===== src/rtl/addsub_seq_pkg.sv =====
`default_nettype none
// ---------------------------------------------------------------------------
// addsub_seq_pkg: shared FSM state type and slice geometry for addsub_seq_ctrl. Rev 1.0
// ---------------------------------------------------------------------------
package addsub_seq_pkg;

  typedef enum logic [1:0] {
    IDLE = 2'd0,
    RUN  = 2'd1,
    DONE = 2'd2
  } state_t;

  localparam int SLICE_W = 4;

  function automatic int nslice(input int width);
    return width / SLICE_W;
  endfunction

endpackage
`default_nettype wire


===== src/rtl/addsub_seq_ctrl_cla4_slice.sv =====
`default_nettype none
// ---------------------------------------------------------------------------
// cla4_slice: combinational 4-bit carry-lookahead adder slice. Rev 1.0
// ---------------------------------------------------------------------------
module cla4_slice (
  input  logic [3:0] a,
  input  logic [3:0] b,
  input  logic       cin,
  output logic [3:0] s,
  output logic       c3,
  output logic       cout
);

  logic [3:0] g;
  logic [3:0] p;
  logic       c1;
  logic       c2;

  assign g = a & b;
  assign p = a ^ b;

  // Flattened lookahead terms keep every carry two logic levels from cin.
  assign c1   = g[0] | (p[0] & cin);
  assign c2   = g[1] | (p[1] & g[0]) | (p[1] & p[0] & cin);
  assign c3   = g[2] | (p[2] & g[1]) | (p[2] & p[1] & g[0])
              | (p[2] & p[1] & p[0] & cin);
  assign cout = g[3] | (p[3] & g[2]) | (p[3] & p[2] & g[1])
              | (p[3] & p[2] & p[1] & g[0])
              | (p[3] & p[2] & p[1] & p[0] & cin);

  assign s = p ^ {c3, c2, c1, cin};

endmodule
`default_nettype wire


===== src/rtl/addsub_seq_ctrl.sv =====
`default_nettype none
// ---------------------------------------------------------------------------
// addsub_seq_ctrl: nibble-serial add/sub over one CLA slice; ADDSUB_SEQ_FLAGS_EN enables ovf/zero. Rev 1.0
// ---------------------------------------------------------------------------
module addsub_seq_ctrl
  import addsub_seq_pkg::*;
#(
  parameter int WIDTH = 32
) (
  input  logic             clk,
  input  logic             rst_n,
  input  logic             in_valid,
  output logic             in_ready,
  input  logic [WIDTH-1:0] a,
  input  logic [WIDTH-1:0] b,
  input  logic             sub,
  output logic             out_valid,
  input  logic             out_ready,
  output logic [WIDTH-1:0] sum,
  output logic             cout,
  output logic             ovf,
  output logic             zero,
  output logic             busy
);

  localparam int NSLICE = nslice(WIDTH);
  localparam int IDXW   = $clog2(NSLICE);
  localparam logic [IDXW-1:0] LAST_IDX = IDXW'(NSLICE - 1);

  state_t           state;
  logic [IDXW-1:0]  idx;
  logic [WIDTH-1:0] a_q;
  logic [WIDTH-1:0] b_q;
  logic             carry;
  logic [WIDTH-1:0] sum_q;
  logic             cout_q;
  logic             in_ready_q;
  logic             out_valid_q;
  logic             busy_q;

  logic [IDXW+1:0]  bit_base;
  logic [3:0]       a_nib;
  logic [3:0]       b_nib;
  logic [3:0]       s_nib;
  logic             s_c3;
  logic             s_cout;

  assign bit_base = {idx, 2'b00};
  assign a_nib    = a_q[bit_base +: SLICE_W];
  assign b_nib    = b_q[bit_base +: SLICE_W];

  cla4_slice u_slice (
    .a    (a_nib),
    .b    (b_nib),
    .cin  (carry),
    .s    (s_nib),
    .c3   (s_c3),
    .cout (s_cout)
  );

`ifdef ADDSUB_SEQ_FLAGS_EN
  logic zacc;
  logic ovf_q;
  logic zero_q;

  always_ff @(posedge clk) begin
    if (!rst_n) begin
      zacc   <= 1'b0;
      ovf_q  <= 1'b0;
      zero_q <= 1'b0;
    end else begin
      if (state == IDLE && in_valid) begin
        zacc   <= 1'b0;
        ovf_q  <= 1'b0;
        zero_q <= 1'b0;
      end else if (state == RUN) begin
        zacc <= zacc | (|s_nib);
        if (idx == LAST_IDX) begin
          ovf_q  <= s_c3 ^ s_cout;
          zero_q <= ~(zacc | (|s_nib));
        end
      end
    end
  end

  assign ovf  = ovf_q;
  assign zero = zero_q;
`else
  logic unused_c3;
  assign unused_c3 = s_c3;
  assign ovf       = 1'b0;
  assign zero      = 1'b0;
`endif

  always_ff @(posedge clk) begin
    if (!rst_n) begin
      state       <= IDLE;
      idx         <= '0;
      a_q         <= '0;
      b_q         <= '0;
      carry       <= 1'b0;
      sum_q       <= '0;
      cout_q      <= 1'b0;
      in_ready_q  <= 1'b1;
      out_valid_q <= 1'b0;
      busy_q      <= 1'b0;
    end else begin
      case (state)
        IDLE: begin
          if (in_valid) begin
            // Subtract is A + ~B + 1: invert B here, inject the +1 as carry-in.
            a_q        <= a;
            b_q        <= sub ? ~b : b;
            carry      <= sub;
            sum_q      <= '0;
            cout_q     <= 1'b0;
            idx        <= '0;
            state      <= RUN;
            in_ready_q <= 1'b0;
            busy_q     <= 1'b1;
          end
        end
        RUN: begin
          sum_q[bit_base +: SLICE_W] <= s_nib;
          carry <= s_cout;
          idx   <= idx + 1'b1;
          if (idx == LAST_IDX) begin
            cout_q      <= s_cout;
            idx         <= '0;
            state       <= DONE;
            out_valid_q <= 1'b1;
          end
        end
        DONE: begin
          if (out_ready) begin
            state       <= IDLE;
            out_valid_q <= 1'b0;
            in_ready_q  <= 1'b1;
            busy_q      <= 1'b0;
          end
        end
        default: begin
          state       <= IDLE;
          in_ready_q  <= 1'b1;
          out_valid_q <= 1'b0;
          busy_q      <= 1'b0;
        end
      endcase
    end
  end

  assign in_ready  = in_ready_q;
  assign out_valid = out_valid_q;
  assign busy      = busy_q;
  assign sum       = sum_q;
  assign cout      = cout_q;

endmodule
`default_nettype wire


===== config.mk =====
export PLATFORM = sky130hd
export DESIGN_NAME = addsub_seq_ctrl
export DESIGN_NICKNAME = d
export VERILOG_FILES = /design/src/rtl/addsub_seq_pkg.sv /design/src/rtl/addsub_seq_ctrl_cla4_slice.sv /design/src/rtl/addsub_seq_ctrl.sv
export SDC_FILE = /design/constraint.sdc
export NUM_CORES = 1
export LEC_CHECK = 0
export CAP_MARGIN = 40
export CORE_MARGIN = 2
export CORE_UTILIZATION = 35
export DETAILED_ROUTE_END_ITERATION = 12
export HOLD_SLACK_MARGIN = 0.06
export PLACE_DENSITY = 0.59
export SYNTH_ARGS = -nofsm -noshare
export SYNTH_HDL_FRONTEND = slang
export SYNTH_SLANG_ARGS = --single-unit

===== constraint.sdc =====
create_clock -name clk -period 3.7 [get_ports clk]
set_input_delay 0.925 -clock clk [delete_from_list [all_inputs] [get_ports clk]]
set_output_delay 0.925 -clock clk [all_outputs]
set_load 0.02 [all_outputs]

After elaboration in Yosys (flattened, before gate mapping)

Index checks and enable logic that the tools add are counted.

Bitwise logic cells: 32
Reductions and logical operators: 8
Mux-type cells: 23
Equality and inequality tests: 6
Shifts and indexed selects: 4
Add/sub/neg operators: 2

Operators with widths:

| cell                                                                   | count |
|---|---|
| 32-bit 2-to-1 mux                                                      | 2 |
| 32-bit one-hot mux with 2 select lines                                 | 1 |
| 32-bit by 6-bit indexed part select with 4-bit output                  | 2 |
| 32-bit bitwise mux                                                     | 1 |
| 32-bit inverter                                                        | 1 |
| 4-bit by 7-bit variable shift with 32-bit output, first input constant | 1 |
| 4-bit by 7-bit indexed part select with 32-bit output                  | 1 |
| 1-bit bitwise AND                                                      | 16 |
| 3-bit AND reduction                                                    | 4 |
| 1-bit OR                                                               | 10 |
| 1-bit one-hot mux with 3 select lines                                  | 3 |
| 4-bit XOR                                                              | 2 |
| 1-bit 2-to-1 mux                                                       | 7 |
| 5-bit negator with 7-bit output                                        | 1 |
| 2-bit 2-to-1 mux                                                       | 3 |
| 3-bit 2-to-1 mux                                                       | 2 |
| 2-bit inequality test, second input constant                           | 3 |
| 2-bit one-hot mux with 3 select lines                                  | 1 |
| 3-bit one-hot mux with 2 select lines                                  | 1 |
| 4-bit bitwise AND                                                      | 1 |
| 1-bit one-hot mux with 2 select lines                                  | 2 |
| 2-bit AND reduction                                                    | 2 |
| 3-bit by 1-bit adder with 3-bit output, second input constant          | 1 |
| 3-bit equality test, second input constant                             | 1 |
| 5 further kinds                                                        | 6 |

Register bits: 106
Logic and storage cells: 85
Output and inout port bits: 38

Logic depth before layout (Yosys ltp)

Gate-level depths: netlist of the first run.

Word-level depth: 10
Gate-level depth with buffers: 11

Hierarchy

A second synthesis of the first run with hierarchy kept.

Cells, all modules: 539
Area total of the unflattened synthesis: 4879.7 µm²

Modules (own cells, without submodules):

| module          | area an instance (µm²) | cells an instance | instances | sequential area each (µm²) |
|---|---|---|---|---|
| addsub_seq_ctrl | 4739.5                 | 525               | 1         | 2122.0 |
| cla4_slice      | 140.1                  | 14                | 1         | 0.0 |

Least setup slack after synthesis of the first run

No wires, ideal clock.

Kind: register to register
From: register idx[0]
To: register cout_q (netlist: cout)
Path slack: 0.791 ns
Clock period less this slack: 2.909 ns
Path buffers: 2
Cell stages (with the launch flop): 10
Data required time: 3.580 ns
Arrival: 2.789 ns
Cells stage by stage: dfxtp_1 -> buf_1 -> mux4_2 -> nand2_1 -> nand2_1 -> ha_1 -> and4_1 -> o31a_1 -> clkbuf_1 -> o31a_1

Cells in the longest elaborated chain, start to end: 9
Elaborated cells on any way between the ends: 20
Those cells by class: eq/ne (2); shift (2); mux (2); bitwise (13); reduce/logical (1)

Ends and longest elaborated chain:

| element                                                                  | RTL line                                                                                             | text |
|---|---|---|
| start, declared                                                          | addsub_seq_ctrl.sv:31                                                                                | `logic [IDXW-1:0] idx;` |
| start signal, assigned                                                   | addsub_seq_ctrl.sv:126                                                                               | `idx <= idx + 1'b1;` |
| 32-bit by 6-bit indexed part select with 4-bit output (on tied branches) | addsub_seq_ctrl.sv:49, addsub_seq_ctrl.sv:50                                                         |  |
| 4-bit XOR or 4-bit bitwise AND (tied branches)                           | addsub_seq_ctrl_cla4_slice.sv:20, addsub_seq_ctrl_cla4_slice.sv:19                                   |  |
| 1-bit bitwise AND (on tied branches)                                     | addsub_seq_ctrl_cla4_slice.sv:27, addsub_seq_ctrl_cla4_slice.sv:28, addsub_seq_ctrl_cla4_slice.sv:29 |  |
| 1-bit OR (tied with other cells) (2 in a row)                            | addsub_seq_ctrl_cla4_slice.sv:27                                                                     | `assign cout = g[3] \| (p[3] & g[2]) \| (p[3] & p[2] & g[1])` |
| 1-bit OR or 1-bit bitwise AND (tied branches)                            | addsub_seq_ctrl_cla4_slice.sv:28, addsub_seq_ctrl_cla4_slice.sv:29                                   |  |
| 1-bit OR                                                                 | addsub_seq_ctrl_cla4_slice.sv:29                                                                     | `\| (p[3] & p[2] & p[1] & p[0] & cin);` |
| 1-bit 2-to-1 mux                                                         | addsub_seq_ctrl.sv:127                                                                               | `if (idx == LAST_IDX) begin` |
| 1-bit one-hot mux with 2 select lines                                    | addsub_seq_ctrl.sv:108                                                                               | `case (state)` |
| end signal, assigned                                                     | addsub_seq_ctrl.sv:128                                                                               | `cout_q <= s_cout;` |
| end, declared                                                            | addsub_seq_ctrl.sv:36                                                                                | `logic cout_q;` |

Several ways; a longest one is shown, not always the timed one. The select of a mux whose other input is x is not followed.
A chain may end at the register's enable or synchronous reset.

Worst setup path after layout of the first run

From: register idx[0]
To: register sum_q[19] (netlist: sum[19])

Cells in the longest elaborated chain, start to end: 10
Elaborated cells on any way between the ends: 25
Those cells by class: add/sub (1); shift (4); mux (2); bitwise (18)

Ends and longest elaborated chain:

| element                                                                  | RTL line                                                           | text |
|---|---|---|
| 32-bit by 6-bit indexed part select with 4-bit output (on tied branches) | addsub_seq_ctrl.sv:49, addsub_seq_ctrl.sv:50                       |  |
| 4-bit XOR or 4-bit bitwise AND (tied branches)                           | addsub_seq_ctrl_cla4_slice.sv:20, addsub_seq_ctrl_cla4_slice.sv:19 |  |
| 1-bit bitwise AND (on tied branches)                                     | addsub_seq_ctrl_cla4_slice.sv:25, addsub_seq_ctrl_cla4_slice.sv:26 |  |
| 1-bit OR (tied with other cells)                                         | addsub_seq_ctrl_cla4_slice.sv:25                                   | `assign c3 = g[2] \| (p[2] & g[1]) \| (p[2] & p[1] & g[0])` |
| 1-bit OR or 1-bit bitwise AND (tied branches)                            | addsub_seq_ctrl_cla4_slice.sv:25, addsub_seq_ctrl_cla4_slice.sv:26 |  |
| 1-bit OR                                                                 | addsub_seq_ctrl_cla4_slice.sv:26                                   | `\| (p[2] & p[1] & p[0] & cin);` |
| 4-bit XOR                                                                | addsub_seq_ctrl_cla4_slice.sv:31                                   | `assign s = p ^ {c3, c2, c1, cin};` |
| 4-bit by 7-bit indexed part select with 32-bit output                    | addsub_seq_ctrl.sv:124                                             | `sum_q[bit_base +: SLICE_W] <= s_nib;` |
| 32-bit bitwise mux *                                                     | addsub_seq_ctrl.sv:124                                             |  |
| 32-bit one-hot mux with 2 select lines *                                 | addsub_seq_ctrl.sv:108                                             |  |
| end signal, assigned by index                                            | addsub_seq_ctrl.sv:124                                             |  |
| end, declared                                                            | addsub_seq_ctrl.sv:35                                              | `logic [WIDTH-1:0] sum_q;` |

Mark *: on every way between the ends. The rest lies on a longest branch, timed or not.

==> results of run 1 <==
kinds of logic (layout without fill, tap and decap cells):
kind of cell	after synthesis	count (layout)	share of synthesized area, %
and+or+nand+nor	208	208	18.48
AOI/OAI and AO/OA	121	121	16.28
DFF	106	106	43.77
buffers and inverters	50	135	4.103
xor gates and xnor gates	34	34	6.142
muxes	18	18	7.897
adders and majority gates	12	12	3.252
other	1	2	0.07735
stage by stage:
step / hold WS (ns) / cell area (um^2)
after floorplan: 0.4331 / 4852
after global placement: 0.4396 / 6003
after detailed placement: 0.4463 / 6018
after CTS: 0.4561 / 6306
after global routing: 0.4741 / 6326
final: 0.4549 / 6326
worst min-delay path by stage:
stage | endpoint | cells past startpoint
2_1_floorplan | a_q[10] | 2
3_3_place_gp | sum[25] | 2
3_5_place_dp | a_q[28] | 2
4_1_cts | a_q[28] | 2
5_1_grt | a_q[21] | 2
6_report | a_q[27] | 2
registers in the layout, summed over array words and instances, names as in the netlist:
name,count
a_q,32
b_q,32
sum,32
idx,3
state,2
busy,1
carry,1
cout,1
in_ready,1
out_valid,1
placed cells by master (no fill, tap or decap), types with 3 or more instances in the layout:
master           synthesis  layout
buf_4                    2       5
xnor2_1                 33      33
clkbuf_16                0       9
a32oi_1                  5       5
clkdlybuf4s50_1          0     103
dfxtp_1                106     106
nand3_1                  9       9
a22oi_1                 10      10
nand2_1                112     112
nor3_1                   4       4
a31oi_1                  4       4
nand4_1                  3       3
nor2b_1                  3       3
o21bai_1                 3       3
a211oi_1                33      33
o21ai_0                  8       8
inv_1                    6       5
mux4_2                  16      16
o31ai_1                  6       6
a21oi_1                 44      44
ha_1                    11      11
nor2_1                  59      59
power groups by stage:
stage / clock network [mW] / registers, mW / logic (mW)
floorplan: 0 / 1.26 / 0.277
global placement: 0 / 1.26 / 0.429
detailed placement: 0 / 1.26 / 0.441
CTS: 0.937 / 1.24 / 0.441
global route: 0.994 / 1.24 / 0.486
finish: 0.917 / 1.24 / 0.438
routing by layer:
metal	routed length, um	GRT usage, %	vias up
met1	5136	20.52	1890
met3	563	3.933	9
met4	88	3.448	0
li1	-	-	2080
met2	5908	28.62	108
met5	0	0	-
cell type report:
cell class                      instances  area, um^2
Fill cell                            1404        7393
Multi-Input combinational cell        395        2536
Sequential cell                       106        2122
Timing Repair Buffer                  112        1129
Clock buffer                           10       239.0
Tap cell                              180       225.2
Clock inverter                          6       48.80
Inverter                                7       26.28
critical path: cells and delay by family (launching register included):
kind / cells / cell delay [ns]
buffers and inverters: 1 / 0.37
adders and majority gates: 1 / 0.33
muxes: 1 / 0.55
and+or+nand+nor: 3 / 0.45
AOI/OAI and AO/OA: 2 / 0.80
DFF: 1 / 0.31
==> key figures, run 1 <==
Logic synthesis
  • Sequential element share of the synthesized area: 43.77%
  • Seq cells post-synth: 106
  • Largest area contributor in the netlist: dfxtp_1
  • Post-Synthesis Cells: 550
  • Ys flop type: dfxtp_1
  • Top cells by area, synth: dfxtp_1 (44%), nand2_1 (8.7%), mux4_2 (7.4%)
  • Most frequent cells after synthesis: nand2_1 (112), dfxtp_1 (106), nor2_1 (59), a21oi_1 (44)
  • Top-area cell type share of the netlist area: 43.77%
  • Distinct cell type count after synthesis: 49
  • Mean Syn Cell Area: 8.815 um^2
  • EDFF count, synth: 0
  • Synth Warn #: 0
  • Async SR Flop Fraction: 0%
  • Synth Cell Area: 4848 um^2
  • Most frequent cell after synthesis: nand2_1

Worst hold path
  • Hold wc startpoint: a_q[27]
  • Hold Crit Class: reg2reg

Setup path
  • Worst endpoint required time: 3.94 ns
  • R2R depth: 8
  • Slowest library cell on the worst path: mux4_2
  • R2r endpoint: sum[19]
  • Crit path cell chain: buf_4, mux4_2, nand2_1, nand2_1, ha_1, and4_1, o31a_1, o41ai_1
  • R2R Path Start: idx[0]
  • Worst setup SP type: register
  • Crit path arrival time: 3.16 ns
  • CP Class: reg2reg
  • Max incr delay on CP: 0.55 ns
  • Reg2reg setup slack: 0.77 ns
  • Worst setup endpoint: sum[19]
  • Crit path launch: idx[0]
  • Worst path most repeated cell: nand2_1
  • Setup crit end kind: register
  • CP max FO: 25

CTS
  • H-tree depth: 3
  • Post CTS Setup Buffer Count: 0
  • Worst-case clock buffer depth: 2
  • Clk pin slew, worst setup/hold paths: 0.07 ns
  • CTS tree: done
  • # clock sinks: 106
  • Post-cts hold buffer count: 0
  • Later-pin clock latency in the skew report: 0.34 ns
  • Post-CTS sizing: 0
  • CTS root buffer: clkbuf_16
  • CTS Buf Count: 9

Route
  • Vias per std cell: 5.009
  • Final WL: 11.70 mm
  • Vias: 4087
  • Initial drt markers: 245
  • Wirelength per Cell: 14.33 um
  • TritonRoute pass-1 iters: 5
  • DRC viols: 0
  • Detail Route Antenna Nets: 0

Timing
  • Period Utilization, post-route: 79.07%
  • Final hold violations: 0
  • Slew at the pin with the worst max-slew slack: 0.8805 ns
  • RSZ-0062 raised after global routing: no
  • Max-slew headroom: 41.30%
  • Total negative setup slack: 0 ns
  • Final setup fails: 0
  • Upper clock frequency limit: 341.8 MHz
  • Min Tclk post-route: 2.926 ns
  • Max-slew violations: 0
  • Clock skew: 0.007755 ns
  • PnR worst setup slack: 0.7745 ns

Power
  • Leak Pwr: 2.225 nW
  • Logic pwr share: 16.9%
  • Internal power: 1.893 mW
  • Pwr Density: 409.6 nW/um^2
  • Switch Pwr: 698.1 uW
  • Sequential share of power: 47.7%
  • Switch share: 26.94%
  • IR drop worst, VDD: 0.0002325 V
  • Power Total: 2.591 mW
  • Clock power share: 35.4%

Floorplan
  • Vert. Die Dim: 121.7 um
  • Starting Density: 35.34%
  • # rows: 43
  • Die area: 14810 um^2
  • Top-Level Pins: 107
  • Core Area: 13720 um^2
  • Die W: 121.7 um

Cells and area
  • Layout cells sized above 1: 7.547%
  • Diodes inserted: 0
  • Final Instance Count excl. Fillers: 816
  • Core Util, Final: 46.11%
  • Layout area overhead: 30.48%
  • Fin nets: 712

Outcome
  • Outcome: completed

Placed design
  • Pre-CTS setup slack: 0.7876 ns
  • PortBufs: 104
  • Gpl congestion: 0.8816
  • Post-DP HPWL: 8.706 mm
  • Placed Instances: 799

GRT
  • Initial antenna violation count: 0
  • GRT overflow: 0
  • Largest net degree at the start of global routing: 97
  • First-pass GRT wire length: 19.42 mm
  • All-Layer GR Usage: 16.35%
  • Number of global-route vias before repair: 4088

Job
  • Max-capacitance violation count: 0
Note: power is estimated with default switching activity, not from simulation.
==> run 2: changes to the inputs <==
clock period = 3 ns   (was 3.7 ns; I/O delays follow)
==> run 2 against run 1 <==
Compared with the run above:
- clock skew fell by 0.0015 ns
- total power up 26%
- first-iteration DRC count increased by 34%
- largest cell class unchanged
- via count about the same
- clock-buffer cell count grew 3
- utilization grew 0.36 points
==> key figures, run 2 (synthesized netlist as in run 1, its figures left out) <==
Outcome
  • Outcome: completed (unchanged)

CTS
  • H-tree depth: 3 (unchanged)
  • Later-pin clock latency in the skew report: 0.34 ns (about the same)
  • # clock sinks: 106 (unchanged)
  • Post-CTS sizing: 0 (unchanged)
  • CTS Buf Count: 9 (unchanged)
  • Post-cts hold buffer count: 0 (unchanged)
  • Post CTS Setup Buffer Count: 0 (unchanged)
  • Clk pin slew, worst setup/hold paths: 0.07 ns (about the same)
  • Worst-case clock buffer depth: 2 (unchanged)
  • CTS tree: done (unchanged)
  • CTS root buffer: clkbuf_16 (unchanged)

Cells and area
  • Final Instance Count excl. Fillers: 821 (was 816)
  • Layout area overhead: 31.48% (was 30.48%)
  • Diodes inserted: 0 (unchanged)
  • Fin nets: 717 (was 712)
  • Most common cell after layout, fill and taps aside: nand2_1 (unchanged)
  • Layout cells sized above 1: 7.956% (was 7.547%)
  • Core Util, Final: 46.47% (was 46.11%)
  • Commonest non-fill, non-tap cells in the layout: nand2_1 (112), dfxtp_1 (106), clkdlybuf4s50_1 (103), nor2_1 (59), a21oi_1 (44) (unchanged)

Route
  • Vias: 4091 (was 4087)
  • Initial drt markers: 329 (was 245)
  • Wirelength per Cell: 14.49 um (was 14.33 um)
  • Detail Route Antenna Nets: 0 (unchanged)
  • Vias per std cell: 4.983 (was 5.009)
  • Final WL: 11.89 mm (was 11.70 mm)
  • DRC viols: 0 (unchanged)
  • TritonRoute pass-1 iters: 4 (was 5)

Placed design
  • PortBufs: 104 (unchanged)
  • Post-DP HPWL: 9.009 mm (was 8.706 mm)
  • Gpl congestion: 0.8768 (was 0.8816)
  • Placed Instances: 805 (was 799)
  • Pre-CTS setup slack: 0.2603 ns (was 0.7876 ns)

Floorplan
  • Core Area: 13720 um^2 (unchanged)
  • Die W: 121.7 um (unchanged)
  • Top-Level Pins: 107 (unchanged)
  • Starting Density: 35.34% (unchanged)
  • Vert. Die Dim: 121.7 um (unchanged)
  • Die area: 14810 um^2 (unchanged)
  • # rows: 43 (unchanged)

Setup path
  • CP max FO: 17 (was 25)
  • Worst endpoint required time: 3.23 ns (was 3.94 ns)
  • Worst setup SP type: register (unchanged)
  • Setup crit end kind: register (unchanged)
  • Crit path arrival time: 2.97 ns (was 3.16 ns)
  • CP Class: reg2reg (unchanged)

GRT
  • Met1 Use GR: 20.59% (was 20.52%)
  • Gr busiest metal: met2 (unchanged)
  • Met2 Track Usage GR: 28.72% (was 28.62%)
  • Grt met3 use: 3.230% (was 3.933%)
  • GRT overflow: 0 (unchanged)
  • All-Layer GR Usage: 16.49% (was 16.35%)
  • First-pass GRT wire length: 19.35 mm (was 19.42 mm)
  • Number of global-route vias before repair: 3982 (was 4088)
  • Largest net degree at the start of global routing: 97 (unchanged)
  • Initial antenna violation count: 0 (unchanged)

Timing
  • Final setup fails: 0 (unchanged)
  • Slew at the pin with the worst max-slew slack: 0.8784 ns (was 0.8805 ns)
  • Total negative setup slack: 0 ns (unchanged)
  • Final hold violations: 0 (unchanged)
  • Period Utilization, post-route: 91.28% (was 79.07%)
  • Max-slew violations: 0 (unchanged)
  • Hold Slack: 0.4542 ns (was 0.4549 ns)
  • Upper clock frequency limit: 365.2 MHz (was 341.8 MHz)
  • Clock skew: 0.006293 ns (was 0.007755 ns)
  • PnR worst setup slack: 0.2617 ns (was 0.7745 ns)
  • RSZ-0062 raised after global routing: no (unchanged)
  • Max-slew headroom: 41.44% (was 41.30%)
  • Min Tclk post-route: 2.738 ns (was 2.926 ns)

Worst hold path
  • Hold Crit Class: reg2reg (unchanged)

Job
  • Max-capacitance violation count: 0 (unchanged)

Power
  • Leak Pwr: 2.257 nW (was 2.225 nW)
  • Switch share: 25.24% (was 26.94%)
  • Clock power share: 36.6% (was 35.4%)
  • IR drop worst, VDD: 0.0002966 V (was 0.0002325 V)
  • Switch Pwr: 824.5 uW (was 698.1 uW)
  • Pwr Density: 512.4 nW/um^2 (was 409.6 nW/um^2)
  • Logic pwr share: 16.7% (was 16.9%)
  • Sequential share of power: 46.7% (was 47.7%)
  • Internal power: 2.442 mW (was 1.893 mW)
run 2: final cells by class:
type / count / area [um^2]
flip-flops and latches: 106 / 2122
repair buffers: 117 / 1159
fillers: 1348 / 7345
multi-input cells: 395 / 2536
clock buffers: 13 / 260.3
inverters: 7 / 26.28
well taps: 180 / 225.2
clock inverters: 3 / 46.29
run 2: power by group through the flow:
stage               logic (mW)  clock network [mW]  registers, mW
CTS                      0.551                1.22           1.53
finish                   0.545                1.20           1.53
global placement         0.540                   0           1.56
global route             0.603                1.28           1.53
detailed placement       0.550                   0           1.56
floorplan                0.342                   0           1.55
run 2: worst max-delay path, cell delays in order, from the launching register on:
cell and delay (ns):
dfxtp_1 0.38, buf_12 0.20, mux4_2 0.53, nand2_1 0.08, nand2_1 0.12, ha_1 0.33, and4_1 0.23, o31a_1 0.44
o31a_1 0.33
run 2: layer usage:
metal / vias up / share of wire (%)
met5: - / 0
met4: 0 / 1.5
met3: 16 / 4.9
met2: 114 / 49
met1: 1881 / 44
li1: 2080 / -
run 2: final timing paths:
kind,slack (ns),cells past startpoint,from,to
max,0.26,8,idx[0],cout
min,0.45,2,a_q[6],a_q[6]
max reg2reg,0.26,8,idx[0],cout
min reg2reg,0.45,2,a_q[6],a_q[6]
run 2: through the flow:
step,cell area [um^2],total power [mW]
after detailed placement,6068,2.109
after global routing,6375,3.421
after floorplan,4852,1.890
final,6375,3.266
after CTS,6375,3.300
after global placement,6068,2.097
==> run 3: changes to the inputs <==
GPL_TIMING_DRIVEN = 0   (was default)
SLEW_MARGIN = 10   (was default)
TNS_END_PERCENT = 20   (was default)
==> run 3 against run 2 <==
Compared with the run above:
- sequential power about the same
- fmax down 5.4%
- register-to-register slack got worse by 0.16 ns
- utilization grew 0.36 points
- clock skew grew 0.0028 ns
- setup slack worse by 0.16 ns
- die area unchanged
- hold slack got worse by 0.0019 ns
- total power decreased by 0.66%
- combinational power rose by 4.4%
- first-iteration DRC count fell by 35%
- critical path type unchanged
- largest power group unchanged
==> key figures, run 3 (synthesized netlist as in run 1, its figures left out) <==
Outcome
  • Outcome: completed (unchanged)

Job
  • Max-capacitance violation count: 0 (unchanged)

GRT
  • All-Layer GR Usage: 18.27% (was 16.49%)
  • Initial antenna violation count: 0 (unchanged)
  • Number of global-route vias before repair: 4141 (was 3982)
  • First-pass GRT wire length: 21.12 mm (was 19.35 mm)
  • GRT overflow: 0 (unchanged)
  • Largest net degree at the start of global routing: 18 (was 97)

CTS
  • Post CTS Setup Buffer Count: 0 (unchanged)
  • CTS tree: done (unchanged)
  • Worst-case clock buffer depth: 2 (unchanged)
  • Post-cts hold buffer count: 0 (unchanged)
  • # clock sinks: 106 (unchanged)
  • CTS root buffer: clkbuf_16 (unchanged)
  • CTS Buf Count: 9 (unchanged)
  • Clk pin slew, worst setup/hold paths: 0.07 ns (about the same)
  • Later-pin clock latency in the skew report: 0.34 ns (about the same)
  • H-tree depth: 3 (unchanged)

Placed design
  • Gpl congestion: 0.9131 (was 0.8768)
  • Post-DP HPWL: 10.29 mm (was 9.009 mm)
  • PortBufs: 103 (was 104)
  • Post-placement cell area: 6108 um^2 (was 6068 um^2)

Timing
  • RSZ-0062 raised after global routing: no (unchanged)
  • Final setup fails: 0 (unchanged)
  • Clock skew: 0.009130 ns (was 0.006293 ns)
  • Total negative setup slack: 0 ns (unchanged)
  • Final hold violations: 0 (unchanged)
  • Slew at the pin with the worst max-slew slack: 0.6853 ns (was 0.8784 ns)
  • Hold Slack: 0.4523 ns (was 0.4542 ns)
  • Max-slew headroom: 54.31% (was 41.44%)
  • Max-slew violations: 0 (unchanged)
  • Min Tclk post-route: 2.896 ns (was 2.738 ns)
  • Upper clock frequency limit: 345.3 MHz (was 365.2 MHz)
  • Period Utilization, post-route: 96.53% (was 91.28%)

Worst hold path
  • Hold Crit Class: reg2reg (unchanged)

Setup path
  • Crit path cell chain: buf_4, buf_4, inv_1, ha_1, ha_1, or3b_1, or4b_4, or2_1, o31ai_2 (was buf_12, mux4_2, nand2_1, nand2_1, ha_1, and4_1, o31a_1, o31a_1)
  • Setup crit end kind: register (unchanged)
  • Crit path arrival time: 3.15 ns (was 2.97 ns)
  • Max incr delay on CP: 0.54 ns (was 0.53 ns)
  • Worst setup SP type: register (unchanged)
  • Top cell family by delay on the critical path: simple AND/OR/NAND/NOR gates (was compound AO/OA/AOI/OAI gates)
  • Slowest library cell on the worst path: or4b_4 (was mux4_2)
  • Worst endpoint required time: 3.26 ns (was 3.23 ns)
  • Crit path buffers/inverters: 3 (was 1)
  • CP max FO: 10 (was 17)
  • CP Class: reg2reg (unchanged)

Floorplan
  • Starting Density: 35.34% (unchanged)
  • # rows: 43 (unchanged)
  • Vert. Die Dim: 121.7 um (unchanged)
  • Die area: 14810 um^2 (unchanged)
  • Die W: 121.7 um (unchanged)
  • Core Area: 13720 um^2 (unchanged)
  • Top-Level Pins: 107 (unchanged)

Power
  • Pwr Density: 505.0 nW/um^2 (was 512.4 nW/um^2)
  • Leak Pwr: 2.270 nW (was 2.257 nW)
  • IR drop worst, VDD: 0.0002862 V (was 0.0002966 V)

Cells and area
  • Diodes inserted: 0 (unchanged)
  • Core Util, Final: 46.83% (was 46.47%)
  • Final Cell Area: 6425 um^2 (was 6375 um^2)
  • Layout cells sized above 1: 7.335% (was 7.956%)
  • Fin nets: 744 (was 717)
  • Commonest non-fill, non-tap cells in the layout: nand2_1 (112), dfxtp_1 (105), clkdlybuf4s50_1 (103), nor2_1 (59), a21oi_1 (44) (was nand2_1 (112), dfxtp_1 (106), clkdlybuf4s50_1 (103), nor2_1 (59), a21oi_1 (44))
  • Layout area overhead: 32.52% (was 31.48%)
  • Most common cell after layout, fill and taps aside: nand2_1 (unchanged)

Route
  • Final WL: 13.20 mm (was 11.89 mm)
  • Vias: 4256 (was 4091)
  • TritonRoute pass-1 iters: 4 (unchanged)
  • DRC viols: 0 (unchanged)
  • Vias per std cell: 5.019 (was 4.983)
  • Detail Route Antenna Nets: 0 (unchanged)
  • Wirelength per Cell: 15.56 um (was 14.49 um)
  • Initial drt markers: 215 (was 329)
==> run 3: cell count changes in the layout (fill, tap and decap cells not counted), sizes merged <==
cell / before / now
bufinv: 1 / 0
clkinv: 1 / 4
clkbuf: 13 / 39
buf: 14 / 13
inv: 7 / 8
clkinvlp: 1 / 0
==> run 3: cell type report <==
cell class	count	area, um^2
clock buffer	11	252.7
buffer	41	187.7
fill	1388	7295
multi-input combinational	395	2541
tap	180	225.2
timing repair buffer	103	1031
clock inverter	5	36.28
inverter	7	27.53
sequential	106	2123
==> run 3: stage by stage <==
| step | instances | setup slack [ns] | power, mW |
|---|---|---|---|
| 2_1_floorplan | 551 | 0.09087 | 1.890 |
| 5_1_grt | 848 | 0.02570 | 3.388 |
| 4_1_cts | 849 | 0.02641 | 3.255 |
| 3_3_place_gp | 834 | -0.4316 | 2.107 |
| 3_5_place_dp | 834 | -0.4375 | 2.120 |
| 6_report | 848 | 0.1041 | 3.245 |
==> run 3: worst register-to-register path: stages, from the launching register on <==
cell and delay, ns:
dfxtp_1 0.38, buf_4 0.23, buf_4 0.24, inv_1 0.08
ha_1 0.18, ha_1 0.31, or3b_1 0.42, or4b_4 0.54
or2_1 0.25, o31ai_2 0.18
==> run 3: final timing paths <==
kind	endpoint	slack, ns	from	depth (start not counted)
worst max-delay path	sum[3]	0.10	idx[1]	9
worst min-delay path	a_q[8]	0.45	a_q[8]	2
worst max register to register	sum[3]	0.10	idx[1]	9
worst min register to register	a_q[8]	0.45	a_q[8]	2
==> run 3: power breakdown <==
group	internal [mW]	switching, mW	total, mW
clock network	0.614	0.538	1.15
logic	0.263	0.306	0.569
registers	1.48	0.0411	1.52
==> run 3: layer usage <==
layer	share of wire, %	vias to the layer above	track usage [%]
met1	43	1979	22.40
met2	50	121	32.58
met3	5.4	19	3.933
li1	-	2137	-
met4	1.6	0	4.598
met5	0	-	0
==> run 3: timing repair <==
action / CTS / global route
gates resized for setup: 8 / 8
setup endpoints to repair: 27 / 22
hold endpoints to repair: 0 / 0
